File: src/rtl/sort8_ctrl_if.sv
// Handshake bundle for sort8_ctrl: byte input stream, sorted byte output stream, busy flag.
interface sort8_ctrl_if #(
    parameter int W = 8
);
    logic         in_valid;
    logic         in_ready;
    logic [W-1:0] in_data;
    logic         out_valid;
    logic         out_ready;
    logic [W-1:0] out_data;
    logic         busy;

    modport master (
        output in_valid, in_data, out_ready,
        input  in_ready, out_valid, out_data, busy
    );

    modport slave (
        input  in_valid, in_data, out_ready,
        output in_ready, out_valid, out_data, busy
    );
endinterface

File: src/rtl/sort8_ctrl.sv
// Eight-byte frame sorter: load 8 bytes, sort with one time-shared 4-input network
// over five passes, then stream them out in ascending unsigned order.
module sort4 #(
    parameter int W = 8
) (
    input  logic [W-1:0] i_a0,
    input  logic [W-1:0] i_a1,
    input  logic [W-1:0] i_a2,
    input  logic [W-1:0] i_a3,
    output logic [W-1:0] o_0,
    output logic [W-1:0] o_1,
    output logic [W-1:0] o_2,
    output logic [W-1:0] o_3
);
    logic [W-1:0] w_l01, w_h01, w_l23, w_h23, w_m1, w_m2;

    assign w_l01 = (i_a0 < i_a1) ? i_a0 : i_a1;
    assign w_h01 = (i_a0 < i_a1) ? i_a1 : i_a0;
    assign w_l23 = (i_a2 < i_a3) ? i_a2 : i_a3;
    assign w_h23 = (i_a2 < i_a3) ? i_a3 : i_a2;
    assign o_0   = (w_l01 < w_l23) ? w_l01 : w_l23;
    assign w_m1  = (w_l01 < w_l23) ? w_l23 : w_l01;
    assign w_m2  = (w_h01 < w_h23) ? w_h01 : w_h23;
    assign o_3   = (w_h01 < w_h23) ? w_h23 : w_h01;
    assign o_1   = (w_m1 < w_m2) ? w_m1 : w_m2;
    assign o_2   = (w_m1 < w_m2) ? w_m2 : w_m1;
endmodule

module sort8_ctrl #(
    parameter int W = 8
) (
    input logic         clk,
    input logic         rst,
    sort8_ctrl_if.slave bus
);
    typedef enum logic [1:0] {
        S_LOAD,
        S_SORT,
        S_UNLOAD
    } state_t;

    state_t       r_state;
    state_t       w_next_state;
    logic [W-1:0] r_mem [8];
    logic [2:0]   r_idx;
    logic [2:0]   r_pc;

    logic         w_in_ready;
    logic         w_out_valid;
    logic         w_in_fire;
    logic         w_out_fire;
    logic [2:0]   w_sel0, w_sel1, w_sel2, w_sel3;
    logic [W-1:0] w_s0, w_s1, w_s2, w_s3;

    // Pass schedule: sort both halves, merge the low pairs, merge the high pairs,
    // then the middle four hold the remaining ranks and need one final sort.
    always_comb begin
        w_sel0 = 3'd2;
        w_sel1 = 3'd3;
        w_sel2 = 3'd4;
        w_sel3 = 3'd5;
        case (r_pc)
            3'd0: begin w_sel0 = 3'd0; w_sel1 = 3'd1; w_sel2 = 3'd2; w_sel3 = 3'd3; end
            3'd1: begin w_sel0 = 3'd4; w_sel1 = 3'd5; w_sel2 = 3'd6; w_sel3 = 3'd7; end
            3'd2: begin w_sel0 = 3'd0; w_sel1 = 3'd1; w_sel2 = 3'd4; w_sel3 = 3'd5; end
            3'd3: begin w_sel0 = 3'd2; w_sel1 = 3'd3; w_sel2 = 3'd6; w_sel3 = 3'd7; end
            default: ;
        endcase
    end

    sort4 #(.W(W)) u_sort4 (
        .i_a0(r_mem[w_sel0]),
        .i_a1(r_mem[w_sel1]),
        .i_a2(r_mem[w_sel2]),
        .i_a3(r_mem[w_sel3]),
        .o_0 (w_s0),
        .o_1 (w_s1),
        .o_2 (w_s2),
        .o_3 (w_s3)
    );

    assign w_in_fire  = bus.in_valid & w_in_ready;
    assign w_out_fire = w_out_valid & bus.out_ready;

    always_comb begin
        w_next_state = r_state;
        w_in_ready   = 1'b0;
        w_out_valid  = 1'b0;
        case (r_state)
            S_LOAD: begin
                w_in_ready = 1'b1;
                if (bus.in_valid && r_idx == 3'd7) w_next_state = S_SORT;
            end
            S_SORT: begin
                if (r_pc == 3'd4) w_next_state = S_UNLOAD;
            end
            S_UNLOAD: begin
                w_out_valid = 1'b1;
                if (bus.out_ready && r_idx == 3'd7) w_next_state = S_LOAD;
            end
            default: w_next_state = S_LOAD;
        endcase
    end

    always_ff @(posedge clk) begin
        if (rst) begin
            r_state <= S_LOAD;
            r_idx   <= '0;
            r_pc    <= '0;
            for (int unsigned k = 0; k < 8; k++) r_mem[k] <= '0;
        end else begin
            r_state <= w_next_state;
            case (r_state)
                S_LOAD: begin
                    if (w_in_fire) begin
                        r_mem[r_idx] <= bus.in_data;
                        r_idx        <= r_idx + 3'd1;
                        if (r_idx == 3'd7) r_pc <= '0;
                    end
                end
                S_SORT: begin
                    r_mem[w_sel0] <= w_s0;
                    r_mem[w_sel1] <= w_s1;
                    r_mem[w_sel2] <= w_s2;
                    r_mem[w_sel3] <= w_s3;
                    if (r_pc == 3'd4) begin
                        r_pc  <= '0;
                        r_idx <= '0;
                    end else begin
                        r_pc <= r_pc + 3'd1;
                    end
                end
                S_UNLOAD: begin
                    if (w_out_fire) r_idx <= r_idx + 3'd1;
                end
                default: ;
            endcase
        end
    end

    assign bus.in_ready  = w_in_ready;
    assign bus.out_valid = w_out_valid;
    assign bus.out_data  = r_mem[r_idx];
    assign bus.busy      = (r_state != S_LOAD);
endmodule

File: src/flat_wrapper.sv
// flat-port wrapper written by rule: the top's interface ports become plain ports
module sort8_ctrl_flat 
#(
    parameter int W = 8
)
  (clk, rst, bus_in_valid, bus_in_data, bus_out_ready, bus_in_ready, bus_out_valid, bus_out_data, bus_busy);
  sort8_ctrl_if #(.W(W)) bus_i ();
  input logic clk;
  input logic rst;
  input wire logic [$bits(bus_i.in_valid)-1:0] bus_in_valid;
  input wire logic [$bits(bus_i.in_data)-1:0] bus_in_data;
  input wire logic [$bits(bus_i.out_ready)-1:0] bus_out_ready;
  output wire logic [$bits(bus_i.in_ready)-1:0] bus_in_ready;
  output wire logic [$bits(bus_i.out_valid)-1:0] bus_out_valid;
  output wire logic [$bits(bus_i.out_data)-1:0] bus_out_data;
  output wire logic [$bits(bus_i.busy)-1:0] bus_busy;
  assign bus_i.in_valid = bus_in_valid;
  assign bus_i.in_data = bus_in_data;
  assign bus_i.out_ready = bus_out_ready;
  assign bus_in_ready = bus_i.in_ready;
  assign bus_out_valid = bus_i.out_valid;
  assign bus_out_data = bus_i.out_data;
  assign bus_busy = bus_i.busy;
  sort8_ctrl #(.W(W)) u_core (.clk(clk), .rst(rst), .bus(bus_i));
endmodule
File: config.mk
export PLATFORM = sky130hd
export DESIGN_NAME = sort8_ctrl_flat
export DESIGN_NICKNAME = d
export VERILOG_FILES = /design/src/rtl/sort8_ctrl_if.sv /design/src/rtl/sort8_ctrl.sv /design/src/flat_wrapper.sv
export SDC_FILE = /design/constraint.sdc
export NUM_CORES = 1
export LEC_CHECK = 0
export BUFFER_PORTS_ARGS = -buffer_cell sky130_fd_sc_hd__buf_2
export CORE_ASPECT_RATIO = 1.2
export CORE_MARGIN = 3
export CORE_UTILIZATION = 41
export CTS_CLUSTER_SIZE = 25
export DETAILED_ROUTE_END_ITERATION = 12
export PLACE_DENSITY = 0.56
export SLEW_MARGIN = 10
export SYNTH_ARGS = -nofsm -noshare
export SYNTH_HDL_FRONTEND = slang
export SYNTH_SLANG_ARGS = --single-unit
File: constraint.sdc
create_clock -name clk -period 8.05 [get_ports clk]
set_input_delay 1.61 -clock clk [delete_from_list [all_inputs] [get_ports clk]]
set_output_delay 1.61 -clock clk [all_outputs]
set_load 0.05 [all_outputs]
==> impl_results.md, run 1 <==
* Worst skew pair latency at 330 ps
* Worst Path Required at 8070 ps
* Crit path max-delay cell type: mux2i_2
* Layout cell share with drive strength beyond 1 at 23.9%
* Vias at 6221
* Max Cap Viol at 0
* Hpwl dp at 18.1 mm
* Die W at 122 microns
* Fmax achieved at 130 MHz
* Drt wl/cell at 23.8 microns
* Rows at 50
* Port buffer count at 22
* Worst-Margin Slew at 1220 ps
* PnR worst setup slack at 340 ps
* Sink Count at 75
* Clk pwr share at 22.6%
* Top-count cell post-synth: nor2_1
* Largest net degree at the start of global routing at 21
* Setup TNS at 0 ps
* DP Area at 7090 sq um
* Die height at 145 microns
* Core area at 15700 sq um
* Sequential Power Share at 26.8%
* Routability congestion estimate at 0.958
* Combinational Power Share at 50.6%
* Post-synthesis sequential area ratio at 32.4%
* Sw frac at 38.7%
* Avg Cell Area, Syn at 9.35 sq um
* Crit Path Category: reg -> reg
* Crit path launch type: flop
* Power density cells at 223 nW/um^2
* Crit-path max cell delay at 430 ps
* Switching pwr at 0.000670 W
* CP max FO at 12
* Dpl ws at -386 ps
* Final Setup Violations at 0
* Gr ovfl total at 0
* Static leakage at 2.97 nW
* DRT Pass-1 Iters at 5
* Root Driver: clkbuf_16
* Hold path depth at 2
* Ports at 23
* Syn nets at 757
* Clk buf depth at 2
* Synth-to-Final Area Change at 17.1%
* Die area at 17700 sq um
* Diodes inserted at 0
* Vias/cell at 6.48
* Tot GR Track Use at 25.3%
* Dominant cell type by area after synthesis: edfxtp_1
* #FFs+latches synth at 75
* Slew Limit Fails at 0
* Worst Clk Skew at 6.02 ps
* Post-synth ARST share at 0%
* FILL cells at 1466
* Post-synthesis cell area at 6620 sq um
* H-tree depth at 3
* ANT nets after route at 0
* Relative slew slack at 18.1%
* Finished Layout Cells at 960
* Starting Density at 42.1%
* Count of different cell masters after synthesis at 76
* Post-route cell area at 7750 sq um
* R2R depth at 32
* Multi-input logic area at 4390 sq um
* Cells after DPL at 936
* First-pass GRT wire length at 34.5 mm
* EDFF count, synth at 64
* Nets@finish at 796
* Vias in the first global route at 5935
* Mapped Cells at 708
* Number of hold buffers added after cts at 0
* Hold_ws at 508 ps
* Most frequent CP cell: ha_1
* CP Capture Type: flop
* CTS tree: done
* Number of synthesis warnings at 0
* Synth area leaders: edfxtp_1, mux2i_1, ha_1, mux4_2, o22ai_1
* Commonest register cell after synthesis: edfxtp_1
* Data arrival, critical path at 7730 ps
* Fin crit period at 7710 ps
* Initial antenna violation count at 1
* Register Area at 2140 sq um
* CTS buffer count at 9
* Routed wire length at 22.8 mm
* Fin. Hold Viols at 0
* Clock slew seen by the registers of the worst setup and hold paths at 60 ps
* Status: finished, final reports clean
* Synth top area share at 29.0%
* Residual DRC at 0
* Worst hold path type: reg -> reg
* P_int at 0.00106 W
* Maximum VDD drop at 0.183 mV
* Synth cell count leaders: nor2_1, edfxtp_1, mux2i_1, o22ai_1, a21oi_1
* Fin crit share at 95.8%
* First DRT Iteration DRCs at 689
-- state kept, by name (all words and copies together) (netlist names), named ones only --
signal / count
u_core.r_state: 2
u_core.r_idx: 3
u_core.r_mem: 64
u_core.r_pc: 3
-- path summary, 6_finish.rpt --
kind | slack (ps) | start | to
min reg2reg | 510 | u_core.r_idx[1]$_SDFFE_PP0P_ | flop
max reg2reg | 340 | u_core.r_pc[0]$_SDFFE_PP0P_ | u_core.r_mem[3][1]$_DFFE_PP_
min | 510 | u_core.r_idx[1]$_SDFFE_PP0P_ | flop
max | 340 | u_core.r_pc[0]$_SDFFE_PP0P_ | u_core.r_mem[3][1]$_DFFE_PP_
-- power groups by stage --
stage / clock network, W / registers, W / logic, W
finish: 0.000391 / 0.000463 / 0.000874
global route: 0.000409 / 0.000464 / 0.000930
CTS: 0.000390 / 0.000462 / 0.000712
detailed placement: 0 / 0.000470 / 0.000695
global placement: 0 / 0.000470 / 0.000687
floorplan: 0 / 0.000453 / 0.000511
-- metrics by stage --
| step | util (%) | total power [W] |
|---|---|---|
| floorplan | - | 0.000964 |
| global placement | 45.2 | 0.00116 |
| detailed placement | 45.2 | 0.00116 |
| CTS | 47.5 | 0.00156 |
| global route | 49.4 | 0.00180 |
| finish | 49.4 | 0.00173 |
-- timing repair --
item                       in CTS  in global routing
gates resized for setup        14                 50
setup endpoints to repair      42                 48
buffers inserted                4                  3
hold endpoints to repair        0                  0
pin swaps                       0                  8
cloned                          0                  1
-- worst max-delay path, delay by kind of cell, from the launching register on --
kind / cells / cell delay, ps
adder cells (fa/ha/maj): 4 / 1240
AND/OR/NAND/NOR: 8 / 1470
multiplexers: 2 / 710
flip-flops: 1 / 350
AO/OA/AOI/OAI: 10 / 2330
buffers and inverters: 8 / 1260
-- cell usage in the layout, fill, tap and decap left out, types with 3 or more instances in the layout --
master	instances
or2_2	4
mux2i_4	8
buf_2	22
buf_4	35
and2_1	6
o21ai_1	4
mux2_2	19
o22ai_1	51
a31oi_1	4
a21oi_1	40
o21ai_0	21
o221ai_1	18
nand2b_1	20
nor2b_1	7
o31a_1	3
nand2_1	41
a21oi_2	10
buf_12	4
clkbuf_16	10
buf_6	3
a21o_1	7
or3_1	3
nand4_1	6
mux2i_1	36
a211o_1	3
mux4_2	15
nand3_1	22
a21boi_0	3
edfxtp_1	64
mux2i_2	14
nor2_2	5
inv_1	42
nor3_1	8
ha_1	37
a221o_1	5
nor2_1	72
dfxtp_1	11
-- cell families (layout without fill, tap and decap cells) --
group,Yosys count,count (layout),share of synthesized area [%]
flip-flops,75,75,32.4
adder cells (fa/ha/maj),38,38,7.15
AO/OA/AOI/OAI,210,210,21.9
buffers and inverters,79,123,5.45
multiplexers,93,93,17.7
AND/OR/NAND/NOR,213,213,15.4
-- cell type report --
| cell class | instances | area share [%] |
|---|---|---|
| Inverter | 42 | 2.03 |
| Clock inverter | 6 | 0.727 |
| Timing Repair Buffer | 65 | 6.60 |
| Tap cell | 208 | 3.36 |
| Clock buffer | 10 | 2.95 |
| Sequential cell | 75 | 27.6 |
| Multi-Input combinational cell | 554 | 56.7 |
-- routing by layer --
metal	track usage [%]	wire length (microns)	vias to the layer above
li1	-	-	2794
met4	8.97	714	2
met3	4.29	2090	46
met1	36.6	9580	3027
met2	38.2	10400	352
met5	0	7	-
No activity file was read; power rests on OpenSTA's default activity.
==> inputs of run 2 (changes only) <==
- ABC_AREA: not set -> 1
- PLACE_DENSITY: 0.56 -> 0.6
==> impl_results.md, run 2 <==
* Status: finished, final reports clean
* Root Driver: clkbuf_16
* Post-synthesis sequential area ratio at 33.6%
* CTS tree: done
* Tot GR Track Use at 29.9%
* Fin crit share at 89.2%
* Nets@finish at 980
* Sw frac at 47.2%
* First-pass GRT wire length at 38.0 mm
* Maximum VDD drop at 0.160 mV
* Number of hold buffers added after cts at 0
* Fin. Hold Viols at 0
* Setup TNS at 0 ps
* Vias in the first global route at 6234
* DRT Pass-1 Iters at 6
* Ports at 23
* Largest net degree at the start of global routing at 37
* Starting Density at 42.2%
* Routed wire length at 25.5 mm
* Static leakage at 2.95 nW
* Dominant cell type by area after synthesis: edfxtp_1
* Register Area at 2140 sq um
* Residual DRC at 0
* Sequential Power Share at 29.2%
* RSZ-0062 raised after global routing: no
* Port buffer count at 22
* Relative slew slack at 28.0%
* Busiest grt layer: met2
* Final Setup Violations at 0
* Crit-path max cell delay at 700 ps
* Largest regs: u_core.r_mem: 64 flops, u_core.r_idx: 3 flops, u_core.r_pc: 3 flops
* Crit path max-delay cell type: o21ai_0
* Drt wl/cell at 22.3 microns
* EDFF count, synth at 64
* DP Area at 6660 sq um
* Switching pwr at 0.000744 W
* Mapped Cells at 918
* Count of different cell masters after synthesis at 35
* Initial antenna violation count at 0
* Met3 GRT Util at 3.90%
* Critical path startpoint: u_core.r_pc[1]$_SDFFE_PP0P_
* Worst-Margin Slew at 1080 ps
* P_int at 0.000833 W
* Most common cell after layout, fill and taps aside: nand2_1
* Largest register FFs at 64
* #FFs+latches synth at 75
* Clk pwr share at 25.3%
* Most frequent CP cell: nand2_2
* Data arrival, critical path at 7240 ps
* Number of synthesis warnings at 0
* Post-synth ARST share at 0%
* Rows at 49
* Most frequent cells in the layout: nand2_1, o21ai_0, nand3_1, inv_1, nor2_1
* Worst Path Required at 8110 ps
* Reg with most FFs: u_core.r_mem
* Worst hold path type: reg -> reg
* Post-route cell area at 6940 sq um
* Hpwl dp at 19.8 mm
* Post-synthesis cell area at 6370 sq um
* Die W at 120 microns
* Diodes inserted at 0
* Worst Clk Skew at 10.7 ps
* Fin crit period at 7180 ps
* Commonest register cell after synthesis: edfxtp_1
* Setup Fix Bufs, Post-CTS at 0
* Synth area leaders: edfxtp_1, nand2_1, o21ai_0, nand3_1, ha_1
* Routability congestion estimate at 1.00
* Cell family with the largest share of critical-path delay: simple AND/OR/NAND/NOR gates
* Clk buf depth at 2
* Die height at 143 microns
* CP Capture Type: flop
* First DRT Iteration DRCs at 964
* FILL cells at 1627
* Avg Cell Area, Syn at 6.94 sq um
* Clock slew seen by the registers of the worst setup and hold paths at 70 ps
* Synth cell count leaders: nand2_1, o21ai_0, nand3_1, inv_1, nor2_1
* CTS resizes at 0
* Grt met1 use at 40.6%
* H-tree depth at 3
* Top-count cell post-synth: nand2_1
* Synth-to-Final Area Change at 9.00%
* Crit Path Category: reg -> reg
* Power density cells at 227 nW/um^2
* WP buf/inv at 7
* Worst skew pair latency at 350 ps
* Syn nets at 967
* Multi-input logic area at 3680 sq um
* Vias at 6779
* Slew Limit Fails at 0
* CTS buffer count at 9
* GR Layer Usage met2 at 47.6%
* Vias/cell at 5.95
* Sink Count at 75
* CP max FO at 23
* Max Cap Viol at 0
* Combinational Power Share at 45.5%
* Die area at 17100 sq um
* Reg2reg start: u_core.r_pc[1]$_SDFFE_PP0P_
* Core area at 15100 sq um
* Crit path launch type: flop
* Worst hold start: u_core.r_pc[0]$_SDFFE_PP0P_
* Layout cell share with drive strength beyond 1 at 9.83%
* Gr ovfl total at 0
* ANT nets after route at 0
* Synth top area share at 30.2%
* Fmax achieved at 139 MHz
run 2: cell count changes after synthesis, moves of 15 or more:
cell,previous run,this run
nand2_2,0,24
o21ai_0,24,120
mux2i_1,55,0
mux4_2,15,0
nand3_1,22,100
inv_1,42,89
nand2b_1,21,0
nand2_1,42,221
mux2_2,19,0
o22ai_1,52,9
run 2: layout make-up:
type / count / share of cell area (%)
flip-flops and latches: 75 / 30.9
well taps: 204 / 3.68
clock inverters: 7 / 0.883
repair buffers: 33 / 2.78
inverters: 102 / 5.52
multi-input cells: 710 / 53.0
clock buffers: 9 / 3.24
run 2: routing by layer:
layer | share of wire, % | vias to the layer above
met2 | 46 | 378
met1 | 41 | 3138
li1 | - | 3187
met4 | 4.9 | 0
met3 | 8.6 | 76
met5 | 0 | -
run 2: metrics by stage:
stage / hold slack, ps / cells / power, W / utilization [%] / setup WS (ps)
2_1_floorplan: 484 / 918 / 0.000982 / - / 1880
3_3_place_gp: 513 / 1124 / 0.00117 / 44.1 / 1140
3_5_place_dp: 516 / 1124 / 0.00117 / 44.1 / 1080
4_1_cts: 525 / 1140 / 0.00156 / 46.0 / 1060
5_1_grt: 581 / 1140 / 0.00167 / 46.0 / 152
6_report: 523 / 1140 / 0.00158 / 46.0 / 869
run 2: kinds of logic (layout without fill, tap and decap cells):
group / after synthesis / count (layout) / share of synthesized area, %
AND/OR/NAND/NOR: 443 / 443 / 30.3
AO/OA/AOI/OAI: 230 / 230 / 20.2
flip-flops: 75 / 75 / 33.6
buffers and inverters: 133 / 151 / 8.55
adder cells (fa/ha/maj): 37 / 37 / 7.27
run 2: path summary, 6_finish.rpt:
kind | to | slack (ps) | depth (start not counted)
worst max-delay path | u_core.r_mem[3][0]$_DFFE_PP_ | 870 | 35
worst min-delay path | u_core.r_pc[0]$_SDFFE_PP0P_ | 520 | 2
worst max register to register | u_core.r_mem[3][0]$_DFFE_PP_ | 870 | 35
worst min register to register | u_core.r_pc[0]$_SDFFE_PP0P_ | 520 | 2
run 2: power groups by stage:
stage / Combinational, W / Sequential, W / Clock [W]
after floorplan: 0.000529 / 0.000453 / 0
after global placement: 0.000703 / 0.000468 / 0
after detailed placement: 0.000701 / 0.000468 / 0
after CTS: 0.000704 / 0.000459 / 0.000402
after global routing: 0.000793 / 0.000461 / 0.000411
final: 0.000717 / 0.000461 / 0.000399
run 2: tightest hold or removal path, cell delays in order, from the launching register on:
cell,delay (ps)
dfxtp_1,340
o21ai_0,80
a21oi_1,60
==> inputs of run 3 (changes only) <==
- BUFFER_PORTS_ARGS: -buffer_cell sky130_fd_sc_hd__buf_2 -> not set
- CTS_CLUSTER_DIAMETER: not set -> 150
- DONT_BUFFER_PORTS: not set -> 1
- PLACE_DENSITY: 0.6 -> 0.58
==> impl_results.md, run 3 (synthesis results as in run 2) <==
* Status: finished, final reports clean
* Crit-path max cell delay at 560 ps
* Worst-Margin Slew at 1170 ps
* Finished Layout Cells at 1125
* Most frequent cells in the layout: nand2_1, o21ai_0, nand3_1, inv_1, nor2_1
* Setup Fix Bufs, Post-CTS at 0
* Starting Density at 42.2%
* Power density cells at 226 nW/um^2
* Worst skew pair latency at 340 ps
* Max Cap Viol at 0
* Root Driver: clkbuf_16
* DRT Pass-1 Iters at 6
* ANT nets after route at 0
* Clock slew seen by the registers of the worst setup and hold paths at 60 ps
* Reg2reg start: u_core.r_pc[1]$_SDFFE_PP0P_
* Hpwl dp at 20.0 mm
* Vias/cell at 5.88
* Fin crit period at 7040 ps
* FILL cells at 1584
* Met3 GRT Util at 4.77%
* Tot GR Track Use at 30.2%
* Routed wire length at 25.4 mm
* Sink Count at 75
* Reg2reg setup slack at 1010 ps
* Hold path depth at 2
* Sequential Power Share at 29.6%
* Maximum VDD drop at 0.124 mV
* Total Power at 0.00155 W
* Worst Clk Skew at 9.51 ps
* Worst Path Required at 8240 ps
* Grt met1 use at 40.4%
* Clk pwr share at 23.5%
* Residual DRC at 0
* Register Area at 2140 sq um
* Vias at 6616
* P_int at 0.000830 W
* H-tree depth at 3
* Largest register FFs at 64
* Die height at 143 microns
* Initial antenna violation count at 0
* Slew Limit Fails at 0
* Combinational Power Share at 47.0%
* Nets@finish at 965
* CTS tree: done
* Most common cell after layout, fill and taps aside: nand2_1
* Routability congestion estimate at 1.02
* Gr ovfl total at 0
* CP Capture Type: flop
* Largest regs: u_core.r_mem: 64 flops, u_core.r_idx: 3 flops, u_core.r_pc: 3 flops
* Relative slew slack at 21.6%
* Ports at 23
* Final Setup Violations at 0
* Crit path max-delay cell type: a221oi_1
* Crit Path Category: reg -> reg
* Clk buf depth at 2
* Most frequent CP cell: nor2_1
* Static leakage at 2.88 nW
* CTS buffer count at 9
* Worst r2r dst: u_core.r_mem[1][7]$_DFFE_PP_
* Worst hold start: u_core.r_pc[0]$_SDFFE_PP0P_
* First-pass GRT wire length at 38.2 mm
* Diodes inserted at 0
* Fin crit share at 87.5%
* RSZ-0062 raised after global routing: no
* Data arrival, critical path at 7230 ps
* Fin. Hold Viols at 0
* R2R depth at 34
* Largest net degree at the start of global routing at 37
* Busiest grt layer: met2
* Fmax achieved at 142 MHz
* Die W at 120 microns
* Die area at 17100 sq um
* Vias in the first global route at 6102
* Switching pwr at 0.000720 W
* Sw frac at 46.5%
* Multi-input logic area at 3690 sq um
* Cells after DPL at 1109
* Reg with most FFs: u_core.r_mem
* First DRT Iteration DRCs at 896
* CP max FO at 23
* Worst hold path type: reg -> reg
* Crit path launch type: flop
* Setup TNS at 0 ps
* WHS Endpoint: u_core.r_pc[0]$_SDFFE_PP0P_
* Synth-to-Final Area Change at 7.72%
* Layout cell share with drive strength beyond 1 at 8.03%
* Core area at 15100 sq um
* Hold_ws at 519 ps
* Port buffer count at 0
* Rows at 49
* GR Layer Usage met2 at 48.9%
* Drt wl/cell at 22.6 microns
==> run 3: cell types whose count changed in the layout (fill, tap and decap cells not counted), moves of 2 or more <==
cell and change:
clkbuf_1 +3, buf_4 +7, clkinv_4 -3, buf_2 -22, clkinv_2 +2
==> run 3: how the worst max path moves through the flow <==
stage	from	to	slack (ps)
6_report	u_core.r_pc[1]$_SDFFE_PP0P_	u_core.r_mem[1][7]$_DFFE_PP_	1010
5_1_grt	u_core.r_pc[1]$_SDFFE_PP0P_	u_core.r_mem[1][2]$_DFFE_PP_	280
4_1_cts	u_core.r_pc[1]$_SDFFE_PP0P_	u_core.r_mem[1][0]$_DFFE_PP_	900
3_5_place_dp	u_core.r_pc[1]$_SDFFE_PP0P_	u_core.r_mem[1][0]$_DFFE_PP_	920
3_3_place_gp	u_core.r_pc[1]$_SDFFE_PP0P_	u_core.r_mem[2][3]$_DFFE_PP_	1010
2_1_floorplan	u_core.r_pc[0]$_SDFFE_PP0P_	u_core.r_mem[1][4]$_DFFE_PP_	1880
==> run 3: area by class of cell <==
cell class	instances	area share, %
multi-input cells	710	53.7
clock inverters	4	0.310
repair buffers	18	1.97
flip-flops and latches	75	31.2
inverters	102	5.58
clock buffers	12	3.45
well taps	204	3.72
==> run 3: per-layer routing <==
layer / up-vias / share of wire (%) / wire [microns]
met5: - / 0 / 0
met4: 0 / 5.0 / 1270
met1: 3039 / 40 / 10300
li1: 3152 / - / -
met2: 347 / 46 / 11700
met3: 78 / 8.7 / 2220
==> run 3: what timing repair did <==
action,in CTS,in global routing
hold buffers,0,0
endpoints found under the setup margin,0,1
gates resized for setup,0,1
==> run 3: per-stage QoR <==
stage | cell area [sq um] | setup WS [ps] | utilization, %
2_1_floorplan | 6370 | 1880 | -
3_3_place_gp | 6600 | 1010 | 43.7
3_5_place_dp | 6600 | 921 | 43.7
4_1_cts | 6860 | 896 | 45.5
5_1_grt | 6860 | 279 | 45.5
6_report | 6860 | 1010 | 45.5
==> run 3: power by group through the flow <==
stage	Sequential [W]	Combinational [W]	Clock [W]
after floorplan	0.000453	0.000529	0
after global placement	0.000466	0.000708	0
after detailed placement	0.000465	0.000710	0
after CTS	0.000457	0.000713	0.000366
after global routing	0.000459	0.000798	0.000381
final	0.000458	0.000728	0.000363
==> run 3: critical path: cells and delay by family, from the launching register on <==
family	cells	cell delay [ps]
AO/OA/AOI/OAI	9	2010
AND/OR/NAND/NOR	14	1970
buffers and inverters	7	1360
adder cells (fa/ha/maj)	4	1190
flip-flops	1	330
